$ cat config.mk
export PLATFORM = sky130hd
export DESIGN_NAME = serial_addsub_sequencer
export DESIGN_NICKNAME = d
export VERILOG_FILES = /design/src/rtl/serial_addsub_sequencer.sv
export SDC_FILE = /design/constraint.sdc
export NUM_CORES = 1
export LEC_CHECK = 0
export CORE_MARGIN = 2
export CORE_UTILIZATION = 45
export DETAILED_ROUTE_END_ITERATION = 12
export PLACE_DENSITY_LB_ADDON = 0.08
export SLEW_MARGIN = 20
export SYNTH_ARGS = -nofsm -noshare
export SYNTH_HDL_FRONTEND = slang
export SYNTH_SLANG_ARGS = --single-unit
$ cat constraint.sdc
create_clock -name clk -period 1.4 [get_ports clk]
set_input_delay 0.28 -clock clk [delete_from_list [all_inputs] [get_ports clk]]
set_output_delay 0.28 -clock clk [all_outputs]
set_load 0.01 [all_outputs]
$ cat src/rtl/serial_addsub_sequencer.sv
// Bit-serial add/sub sequencer: drives one full-adder cell LSB first.
// Ports: clk, rst_n, start/sub/a/b in; busy, done, result, cout, ovf out.
// SERIAL_ADDSUB_OVF_EN: enables the signed-overflow register (ovf=0 otherwise).
module serial_addsub_sequencer #(
  parameter int WIDTH = 8
) (
  input  logic             clk,
  input  logic             rst_n,
  input  logic             start,
  input  logic             sub,
  input  logic [WIDTH-1:0] a,
  input  logic [WIDTH-1:0] b,
  output logic             busy,
  output logic             done,
  output logic [WIDTH-1:0] result,
  output logic             cout,
  output logic             ovf
);

  localparam int CW = $clog2(WIDTH);

  typedef enum logic [1:0] {
    IDLE = 2'd0,
    RUN  = 2'd1,
    DONE = 2'd2
  } state_t;

  state_t state, state_nx;

  logic [WIDTH-1:0] a_sh;
  logic [WIDTH-1:0] b_sh;
  logic [WIDTH-1:0] res_sh;
  logic [WIDTH-1:0] result_q;
  logic [CW-1:0]    bit_cnt;
  logic             carry;
  logic             cout_q;
  logic             s;
  logic             co;
  logic             last;
  logic             accept;

  // The shared full-adder cell
  assign s  = a_sh[0] ^ b_sh[0] ^ carry;
  assign co = (a_sh[0] & b_sh[0]) | (carry & (a_sh[0] ^ b_sh[0]));

  assign last   = (bit_cnt == CW'(WIDTH-1));
  assign accept = (state == IDLE) && start;

  always_ff @(posedge clk or negedge rst_n) begin
    if (!rst_n) state <= IDLE;
    else        state <= state_nx;
  end

  always_comb begin
    state_nx = state;
    unique case (state)
      IDLE:    if (start) state_nx = RUN;
      RUN:     if (last) state_nx = DONE;
      DONE:    state_nx = IDLE;
      default: state_nx = IDLE;
    endcase
  end

  always_comb begin
    busy = 1'b0;
    done = 1'b0;
    unique case (state)
      RUN:     busy = 1'b1;
      DONE:    done = 1'b1;
      default: ;
    endcase
  end

  always_ff @(posedge clk or negedge rst_n) begin
    if (!rst_n) begin
      a_sh     <= '0;
      b_sh     <= '0;
      res_sh   <= '0;
      carry    <= 1'b0;
      bit_cnt  <= '0;
      result_q <= '0;
      cout_q   <= 1'b0;
    end else if (accept) begin
      // Subtract as a + ~b + 1
      a_sh    <= a;
      b_sh    <= sub ? ~b : b;
      carry   <= sub;
      res_sh  <= '0;
      bit_cnt <= '0;
    end else if (state == RUN) begin
      res_sh  <= {s, res_sh[WIDTH-1:1]};
      a_sh    <= a_sh >> 1;
      b_sh    <= b_sh >> 1;
      carry   <= co;
      bit_cnt <= bit_cnt + CW'(1);
      if (last) begin
        result_q <= {s, res_sh[WIDTH-1:1]};
        cout_q   <= co;
      end
    end
  end

  assign result = result_q;
  assign cout   = cout_q;

`ifdef SERIAL_ADDSUB_OVF_EN
  logic c_msb;
  logic ovf_q;

  // c_msb keeps the carry into the MSB for the overflow check
  always_ff @(posedge clk or negedge rst_n) begin
    if (!rst_n) begin
      c_msb <= 1'b0;
      ovf_q <= 1'b0;
    end else if (state == RUN) begin
      if (bit_cnt == CW'(WIDTH-2)) c_msb <= co;
      if (last) ovf_q <= c_msb ^ co;
    end
  end

  assign ovf = ovf_q;
`else
  assign ovf = 1'b0;
`endif

endmodule

# Word level (Yosys, flattened, before mapping)
# Cells that the tools add are included.
# Widths: inputs -> output; s select.
[word_totals]
out_inout_bits = 12
inputBits = 20
regBits = 39
word_cells = 42
[classes]
reduce_logical = 5
n_eq_ne = 5
bitwise_logic = 7
n_addsub = 1
muxes = 16
[op_table]
columns = ["cell", "count"]
rows = [
  ["$mux 8", 7],
  ["$not 8->8", 1],
  ["$mux 3", 2],
  ["$mux 1", 4],
  ["$mux 2", 2],
  ["$ne 2x2->1 const B", 2],
  ["$pmux 2 s2", 1],
  ["$add 3x1->3 const B", 1],
  ["$eq 3x3->1 const B", 1],
  ["$reduce_and 3->1", 1],
  ["$and 1x1->1", 2],
  ["$eq 2x1->1 const B", 1],
  ["$eq 2x2->1 const B", 1],
  ["$logic_not 2->1", 1],
  ["$reduce_and 2->1", 1],
  ["$reduce_bool 2->1", 1],
  ["$xor 1x1->1", 2],
  ["$logic_and 1x1->1", 1],
  ["$not 1->1", 1],
  ["$or 1x1->1", 1],
]

# Longest topological paths before layout
[logic_depth]
depth_word = 5
ltp_mapped = 6
ltp_nobuf = 4

# Worst setup path after synthesis
# Ideal clock, no wire load.
[synth_timing]
path_type = "reg-to-reg"
from = "register bit_cnt[0]"
to = "register cout_q (netlist: cout)"
arrival_time_ps = 1222
path_stages_with_launch = 5
required_time_ps = 1275
path_slack_ps = 53
path_buffers = 0
period_less_slack_ps = 1347
setup_time_ps = 125
path_cell_list = "dfrtp_1 ha_1 ha_1 nand2_8 mux2_4"
[synth_via]
elab_chain_cells = 2
[synth_lines]
columns = ["item", "line", "source"]
rows = [
  ["from (decl)", "34", "logic [CW-1:0] bit_cnt;"],
  ["from (signal assigned)", "95", "bit_cnt <= bit_cnt + CW'(1);"],
  ["$eq 3x3->1", "46", "assign last = (bit_cnt == CW'(WIDTH-1));"],
  ["$reduce_and 3->1 (no source line)", "n/a", ""],
  ["to (signal assigned)", "98", "cout_q <= co;"],
  ["to (decl)", "36", "logic cout_q;"],
]
# Every way passes these cells.
# A chain may end at the register's enable or synchronous reset.

# Worst setup path in the final report
[layout_timing]
from = "register state[1]"
to = "register bit_cnt[0]"
[layout_via]
elab_chain_cells = 3
elab_cells_between_ends = 5
classes_between = "1 x eq/ne; 1 x mux; 3 x reduce/logical"
[layout_lines]
columns = ["item", "line", "source"]
rows = [
  ["from (decl)", "28", "state_t state, state_nx;"],
  ["from (signal assigned)", "51", "else state <= state_nx;"],
  ["$logic_not 2->1", "47", "assign accept = (state == IDLE) && start;"],
  ["$logic_and 1x1->1", "47", ""],
  ["$mux 3 / $reduce_bool 2->1 (equally long branches)", "n/a", ""],
]
# Several ways; a longest one is shown, not always the timed one.

==> impl_results.md <==
- Fin util: roughly three fifths
- Clk sinks: 38
- Critical path origin: state[1]$_DFFE_PN0P_
- Drt first pass iters: 6
- Syn_area_per_cell: between 10 and 15 um2
- Hold Buf Count CTS: 0
- Final Cycle Share: 97.1%
- Via-to-Cell Ratio: 5.24
- MaxCap Viol Count: 0
- Clock Latency Late Sink: 290 ps
- Net count of the mapped netlist: 164
- Hold Vio Cnt, Final: 0
- Layout overhead on the synthesized area: 29.8%
- WL per Instance: 14.8 um
- Worst Path Required: 1580 ps
- RePlAce Congestion: about 0.80
- # rows: 22
- Worst hold-check path type: input pin to async pin
- Initial antenna violation count: 0
- Slew Limit Fails: 0
- Critical path class: flop to flop
- Global-route wire length before repair: around 5.8 mm
- Detail Route Antenna Nets: 0
- Layout cell share with drive strength beyond 1: between 20% and 30%
- Synth top area cells: dfrtp_1 54%, mux2_4 7.7%, a22o_1 4.5%, o21ai_0 3.7%, xor2_1 3.5%
- Final wirelength: 3.47 mm
- Top cell type's share of synthesized area: 54.4%
- Worst setup endpoint: bit_cnt[0]$_DFFE_PN0P_
- Initial Utilization: 47.4%
- R2R depth: 4
- Post-Layout Cell Count: 234
- Vias: 1226
- CP startpoint kind: flop
- Fraction of registers with async set/reset: 100%
- Distinct cells, synth: 28
- Die Ht: 66.3 um
- Register area share after synthesis: 54.4%
- Die ar.: 4400 um2
- HPWL Detailed: 2.42 mm
- Min setup slack post-route: 40.4 ps
- Crit end category: flop
- Global route total overflow: 0
- RR Startpoint: state[1]$_DFFE_PN0P_
- Ys flop type: dfrtp_1
- DRC: 0
- Final clock skew: between 4 and 5 ps
- Worst vdd ir: 821 uV
- Reg2Reg Setup Slack: 40 ps
- Unrepaired setup endpoints after global routing: true
- Antenna diodes: 0
- Yosys warns: 0
- Cell Area, Synth: 1750 um2
- Worst-path maximum fanout: 15
- Vias in the first global route: about 1300
- Count of flip-flops with a built-in enable after synthesis: 0
- Placed cell count: 225
- Final min period: around 1400 ps
- Critical Path AT: 1540 ps
- Largest area contributor in the netlist: dfrtp_1
- Post-Synthesis Cells: 141
- Tot GR Track Use: 18.2%
- H-tree depth: 2
- Clock buffer count from CTS: 5
- CTS clk-pin slew, worst paths: approximately 70 ps
- RR Endpoint: bit_cnt[0]$_DFFE_PN0P_
- Die width: about 66 um
- Hold slack: 373 ps
- FF+latch count, synth: 38
- CTS tree: built
- Status: completed
- Initial DRC Count: 105
- Lkg Pwr: between 1 and 1.5 nW
- Pwr Total: 0.00429 W
- Core area: 3690 um2
- Pre-CTS setup slack: -265 ps
- I/O Buffers: 30
- Final setup viols: 0
- Nets@finish: approximately 210
- Longest Clk Path Bufs: 2
- Top Ports: 32
- Largest net degree at the start of global routing: 39
- Clock root buffer: clkbuf_8
- FMAX: 735 MHz
- PD cells: between 1500 and 2000 nW/um2
## through the flow
stage / setup TNS [ps] / area [um2]
after global routing: -12.5 / 2270
after global placement: -3430 / 2170
after floorplan: 0 / 1750
after detailed placement: -4120 / 2170
after CTS: 0 / 2260
final: 0 / 2270
## cells by family (layout without fill, tap and decap cells)
family	after synthesis	after routing	synth area share (%)
compound gates	39	39	16.0
xor+xnor	8	8	4.01
fa+ha+maj	3	3	2.57
buf+inv	14	59	5.01
flops	38	38	54.4
mux	13	13	10.1
other cells	1	1	0.214
simple gates	25	25	7.73
## metal layers
| metal | GRT usage (%) | vias up | wire (um) | part of all wire (%) |
|---|---|---|---|---|
| met5 | 0 | - | 0 | 0 |
| met2 | 28.9 | 33 | 1700 | 49 |
| met4 | 6.89 | 0 | 22 | 0.63 |
| li1 | - | 587 | - | - |
| met3 | 6.13 | 2 | 192 | 5.5 |
| met1 | 22.8 | 604 | 1550 | 45 |
## sequential cells by signal, summed over array words and instances (netlist names)
| register | flops |
|---|---|
| res_sh | 7 |
| carry | 1 |
| cout | 1 |
| bit_cnt | 3 |
| state | 2 |
| result | 8 |
| a_sh | 8 |
| b_sh | 8 |
## cells in the final DEF (no fill, tap or decap), types with 6 or more instances in the layout
master           count
a22o_1               9
a22oi_1              8
buf_4               15
clkbuf_8             6
clkdlybuf4s50_1     19
dfrtp_1             37
dlygate4sd2_1        9
mux2_4               9
nand2_1             16
o21ai_0             12
xor2_1               7
## critical path: stages (launching register included)
cell      delay, ps
dfrtp_2         440
buf_8           160
o21bai_2        230
buf_4           160
mux2_2          260
## power breakdown
part	total, W	internal [W]	switching [W]
sequential	0.00183	0.00154	0.000287
combinational	0.00168	0.000943	0.000735
clock	0.000789	0.000396	0.000393
## Yosys cell counts, types with 2 or more instances
library cell / count
mux2_4: 9
o21ai_0: 13
xor2_1: 7
a222oi_1: 4
dfrtp_1: 38
a22oi_1: 8
buf_6: 2
ha_1: 2
buf_4: 5
mux2i_1: 3
a21oi_1: 3
inv_1: 4
clkbuf_1: 2
a22o_1: 9
nor2b_1: 3
nand2_1: 16
nor2_1: 2
## worst min path at each step
stage                              from                     to  slack, ps  depth (start not counted)
detailed placement  a_sh[4]$_DFFE_PN0P_    a_sh[4]$_DFFE_PN0P_        480                          2
CTS                               rst_n  result[4]$_DFFE_PN0P_        390                          2
global route                      rst_n    b_sh[0]$_DFFE_PN0P_        390                          2
finish                            rst_n  res_sh[7]$_DFFE_PN0P_        370                          2
floorplan                         rst_n    a_sh[0]$_DFFE_PN0P_        -20                          0
global placement    a_sh[2]$_DFFE_PN0P_    a_sh[2]$_DFFE_PN0P_        460                          2
## area by class of cell
class,count,area (um2)
Clock buffer,6,82.6
Clock inverter,2,12.5
Fill cell,317,1420
Inverter,4,15.0
Multi-Input combinational cell,89,721
Sequential cell,38,952
Tap cell,48,60.1
Timing Repair Buffer,47,427
## timing repair
action | in CTS | in global routing
cloned | 0 | 0
pin swaps | 1 | 1
gates resized for setup | 19 | 5
setup buffers | 0 | 1
setup endpoints to repair | 22 | 15
Note: power is estimated with default switching activity, not from simulation.
==> RTL change 1 (config.mk and constraints unchanged) <==
Change the parameter `WIDTH` from 8 to 16.
--- a/src/rtl/serial_addsub_sequencer.sv
+++ b/src/rtl/serial_addsub_sequencer.sv
@@ -2,7 +2,7 @@
 // Ports: clk, rst_n, start/sub/a/b in; busy, done, result, cout, ovf out.
 // SERIAL_ADDSUB_OVF_EN: enables the signed-overflow register (ovf=0 otherwise).
 module serial_addsub_sequencer #(
-  parameter int WIDTH = 8
+  parameter int WIDTH = 16
 ) (
   input  logic             clk,
   input  logic             rst_n,
Ports: changed (resized a, b and result); port bits go from 32 to 56. The function was not compared with the original's and may differ.
==> RTL change 1 against the unedited design <==
- the flow now finishes with violations (setup timing)
- cell count increased by 90%
- maximum frequency decreased by 8.2%
- design area increased by 94%
- die area increased by 73%
- area after synthesis increased by 78%
- synthesized cell count increased by 110%
- power increased by 96%
- wire length increased by 97%
- setup slack got worse by 120 ps
- via count increased by 92%
- hold slack improved by 13 ps
- sequential cell count increased by 33
- highest routed layer unchanged
==> RTL change 1: results (changes against the unedited design) <==
[cts]
insertion_delay_ps=340  ; was 290 ps
cts_buffers=9  ; was 5
cts_hold_buf=1  ; was 0
cts_resized=35  ; was 19
htree_levels=3  ; was 2

[worst_setup_path]
cp_slowest_cell=dfrtp_1  ; was dfrtp_2
worstRegToRegCells=5  ; was 4
arrival_ps=1710  ; was 1540 ps
crit_path_end=result[10]  ; was bit_cnt[0]
critPathMaxStageDelay_ps=420  ; was 440 ps
cp_top_family=simple AND/OR/NAND/NOR gates  ; was flip-flops
cp_max_fo=8  ; was 15

[global_routing]
grt_pass1_vias=2112  ; was 1251
grt_util_all_layers=0.171  ; was 0.182
grt_max_degree=65  ; was 39
grt_pass1_wl_um=10100  ; was 5800 µm

[final_layout]
nClkBuffers=12  ; was 6
buffer_area_frac=0.196  ; was 0.188
fill_cells=534  ; was 317
n_sequential_cell=71  ; was 38
inv_count=1  ; was 4
seq_share=0.403  ; was 0.420
nNonClkBuffers=79  ; was 47
final_nets=397  ; was 208
multi_input_area_share=0.338  ; was 0.318
multi_input_gates=197  ; was 89
design_area_um2=4410  ; was 2270 µm²
final-clk-cell-share=0.0397  ; was 0.0419

[detailed_routing]
wl_met1_um=3140  ; was 1550 µm
wl_met3_um=207  ; was 192 µm
drt-total-wl_um=6830  ; was 3470 µm

[yosys]
muxShareOfSynthArea=0.0754  ; was 0.101
synth-adder-area-share=0.0104  ; was 0.0258
synth_compound_area_frac=0.0947  ; was 0.160
synth_nets=329  ; was 164

[timing]
holdWs_ps=386  ; was 373 ps
setup_viol=58  ; was 0
finalSetupTns_ps=-2080  ; was 0 ps
final.setup.worst_slack_ps=-81.6  ; was 40.4 ps

[placed_design]
place.gp.congestion=0.729  ; was 0.804
hpwl_um=3880  ; was 2420 µm
port-buffer-count=54  ; was 30
dp.cells=421  ; was 225
post-place-ws_ps=-403  ; was -265 ps
place_area_um2=3860  ; was 2170 µm²

[pwr]
leakage_nw=1.99  ; was 1.08 nW
vdd_drop_max_mv=0.838  ; was 0.821 mV

[status]
outcome=finished, violations left  ; was completed
violations=setup timing

RTL change 1: cell count changes in the layout (fill, tap and decap cells not counted), sizes merged, moves of 8 or more:
cell           delta
nand2            +51
dfrtp            +33
nor2             +27
nand3            +18
a221o            +15
clkdlybuf4s50    +15
xnor2            +15
a31oi            +14
a22o              -9
clkbuf            +9
o21ai             -9
dlygate4sd2       +8
RTL change 1: where the power goes:
part / leakage [nW] / internal (W) / switching, W / total (W)
logic: 1.00 / 0.00176 / 0.00165 / 0.00341
registers: 0.889 / 0.00298 / 0.000591 / 0.00357
clock network: 0.0959 / 0.000728 / 0.000714 / 0.00144
total: 1.99 / 0.00547 / 0.00296 / 0.00843
RTL change 1: per-layer routing:
layer | global-route usage | up-vias
met5 | 0 | -
met4 | 0.0755 | 0
met3 | 0.0389 | 8
met2 | 0.264 | 42
met1 | 0.232 | 1174
li1 | - | 1128
==> RTL change 2 (config.mk and constraints unchanged) <==
Made on the original files. Put one more register stage on the output `result`. The value now appears one clock later. The other outputs are not delayed to match.
--- a/src/rtl/serial_addsub_sequencer.sv
+++ b/src/rtl/serial_addsub_sequencer.sv
@@ -100,7 +100,9 @@
     end
   end
 
-  assign result = result_q;
+  always_ff @(posedge clk) begin
+    result <= result_q;
+  end
   assign cout   = cout_q;
 
 `ifdef SERIAL_ADDSUB_OVF_EN
Check against the original RTL: not equivalent (a bounded check fails within 10 cycles, from zero or initial values and one cycle with rst_n low).
==> RTL change 2 against the unedited design <==
- cell count increased by 8.1%
- design area increased by 13%
- area after synthesis increased by 7.0%
- sequential cell count increased by 8
- global-route usage decreased by 0.085 points
- power increased by 17%
- non-clock buffer count increased by 9
- setup slack got worse by 27 ps
- wire length increased by 11%
- maximum frequency decreased by 2.0%
==> RTL change 2: results (changes against the unedited design) <==
[status]
outcome=completed  ; unchanged

[yosys]
syn_inst=150  ; was 141
synthTopCellsByArea=dfrtp_1 51%, dfxtp_1 8.6%, mux2_2 6.0%, a22o_1 4.2%, a22oi_1 4.0%  ; was dfrtp_1 54%, mux2_4 7.7%, a22o_1 4.5%, o21ai_0 3.7%, xor2_1 3.5%
synth-adder-area-share=0.0241  ; was 0.0258
synthArstFlopShare=0.826  ; was 1.00
yosysSeqAreaShare=0.594  ; was 0.544
synth_xor_area_frac=0.0374  ; was 0.0401
muxShareOfSynthArea=0.0602  ; was 0.101
synth_top_cells_by_count=38 x dfrtp_1, 17 x nand2_1, 10 x a22oi_1, 10 x mux2_2, 10 x o21ai_0  ; was 38 x dfrtp_1, 16 x nand2_1, 13 x o21ai_0
synth_nets=173  ; was 164
synth_compound_area_frac=0.172  ; was 0.160

[global_routing]
grt_pass1_wl_um=6190  ; was 5800 µm
antenna_found_initial=0  ; unchanged
grt_util_all_layers=0.181  ; was 0.182

[worst_setup_path]
r2r_slack_ps=20  ; was 40 ps
rr_startpoint=state[0]  ; was state[1]
arrival_ps=1110  ; was 1540 ps
worstRegToRegCells=5  ; was 4
cp_max_fo=3  ; was 15
r2r_end=b_sh[5]  ; was bit_cnt[0]

[cts]
cts_buffers=5  ; unchanged
cts-root-buf=clkbuf_8  ; unchanged
clk_pin_slew_ps=90  ; was 70 ps

[final_layout]
drive_above_1_share=0.320  ; was 0.237
fin_cells=253  ; was 234
final_nets=225  ; was 208
fill_cells=305  ; was 317

[placed_design]
place.gp.congestion=0.760  ; was 0.804
port-buffer-count=30  ; unchanged
post-place-ws_ps=-331  ; was -265 ps
hpwl_um=2450  ; was 2420 µm
dp.cells=235  ; was 225

[pwr]
vdd_drop_max_mv=0.800  ; was 0.821 mV
leakage_nw=1.16  ; was 1.08 nW

[detailed_routing]
vias=1360  ; was 1226
post_drt_wl_per_cell_um=15.3  ; was 14.8 µm
drt_first_pass_iters=4  ; was 6
drt_iter0_drc=75  ; was 105

[timing]
holdWs_ps=356  ; was 373 ps
min_period_ps=1390  ; was 1360 ps
fin_skew_ps=8.69  ; was 4.92 ps

==> RTL change 2: logic make-up after synthesis <==
logic type,after synthesis
compound gates,41
buf+inv,14
xor+xnor,8
other cells,1
flops,46
fa+ha+maj,3
simple gates,27
mux,10
==> RTL change 2: worst max-delay path, cell delays in order (launching register included) <==
cell	delay [ps]
dfrtp_1	410
buf_4	130
nor2b_4	160
buf_6	110
==> RTL change 2: stage by stage <==
step | power (W) | instance area [µm²] | utilization
finish | 0.00501 | 2570 | 0.643
global route | 0.00537 | 2570 | 0.643
CTS | 0.00482 | 2480 | 0.621
detailed placement | 0.00384 | 2300 | 0.576
global placement | 0.00378 | 2300 | 0.576
floorplan | 0.00314 | 1870 | -
==> RTL change 2: repair_timing <==
action,in CTS,in global routing
resized for setup,29,19
setup endpoints to repair,33,38
setup buffers,5,3
hold buffers,0,0
gates cloned,2,1
pin swaps,4,10
==> RTL change 2: how the worst max path moves through the flow <==
stage / endpoint / from / depth (start not counted)
3_5_place_dp: a_sh[5] / start / 5
3_3_place_gp: a_sh[5] / start / 5
6_report: busy / state[0] / 3
2_1_floorplan: cout / bit_cnt[0] / 4
5_1_grt: busy / state[0] / 3
4_1_cts: busy / state[1] / 3
==> RTL change 2: report_power, final <==
part | total (W) | internal, W | switching [W] | leakage, nW
registers | 0.00217 | 0.00186 | 0.000305 | 0.560
logic | 0.00195 | 0.00109 | 0.000853 | 0.545
clock network | 0.000896 | 0.000453 | 0.000444 | 0.0544
==> RTL change 2: area by class of cell <==
class	instances	area, µm²	area share
Clock buffer	7	96.3	0.0374
Clock inverter	1	8.76	0.00340
Inverter	2	7.51	0.00292
Multi-Input combinational cell	91	766	0.298
Sequential cell	46	1110	0.432
Tap cell	50	62.6	0.0243
Timing Repair Buffer	56	520	0.202
==> RTL change 2: routing by layer <==
layer	up-vias	GRT usage	wire (µm)
met2	42	0.308	1960
met4	0	0.0650	63
met5	-	0	0
met3	8	0.0487	176
met1	679	0.220	1680
li1	631	-	-
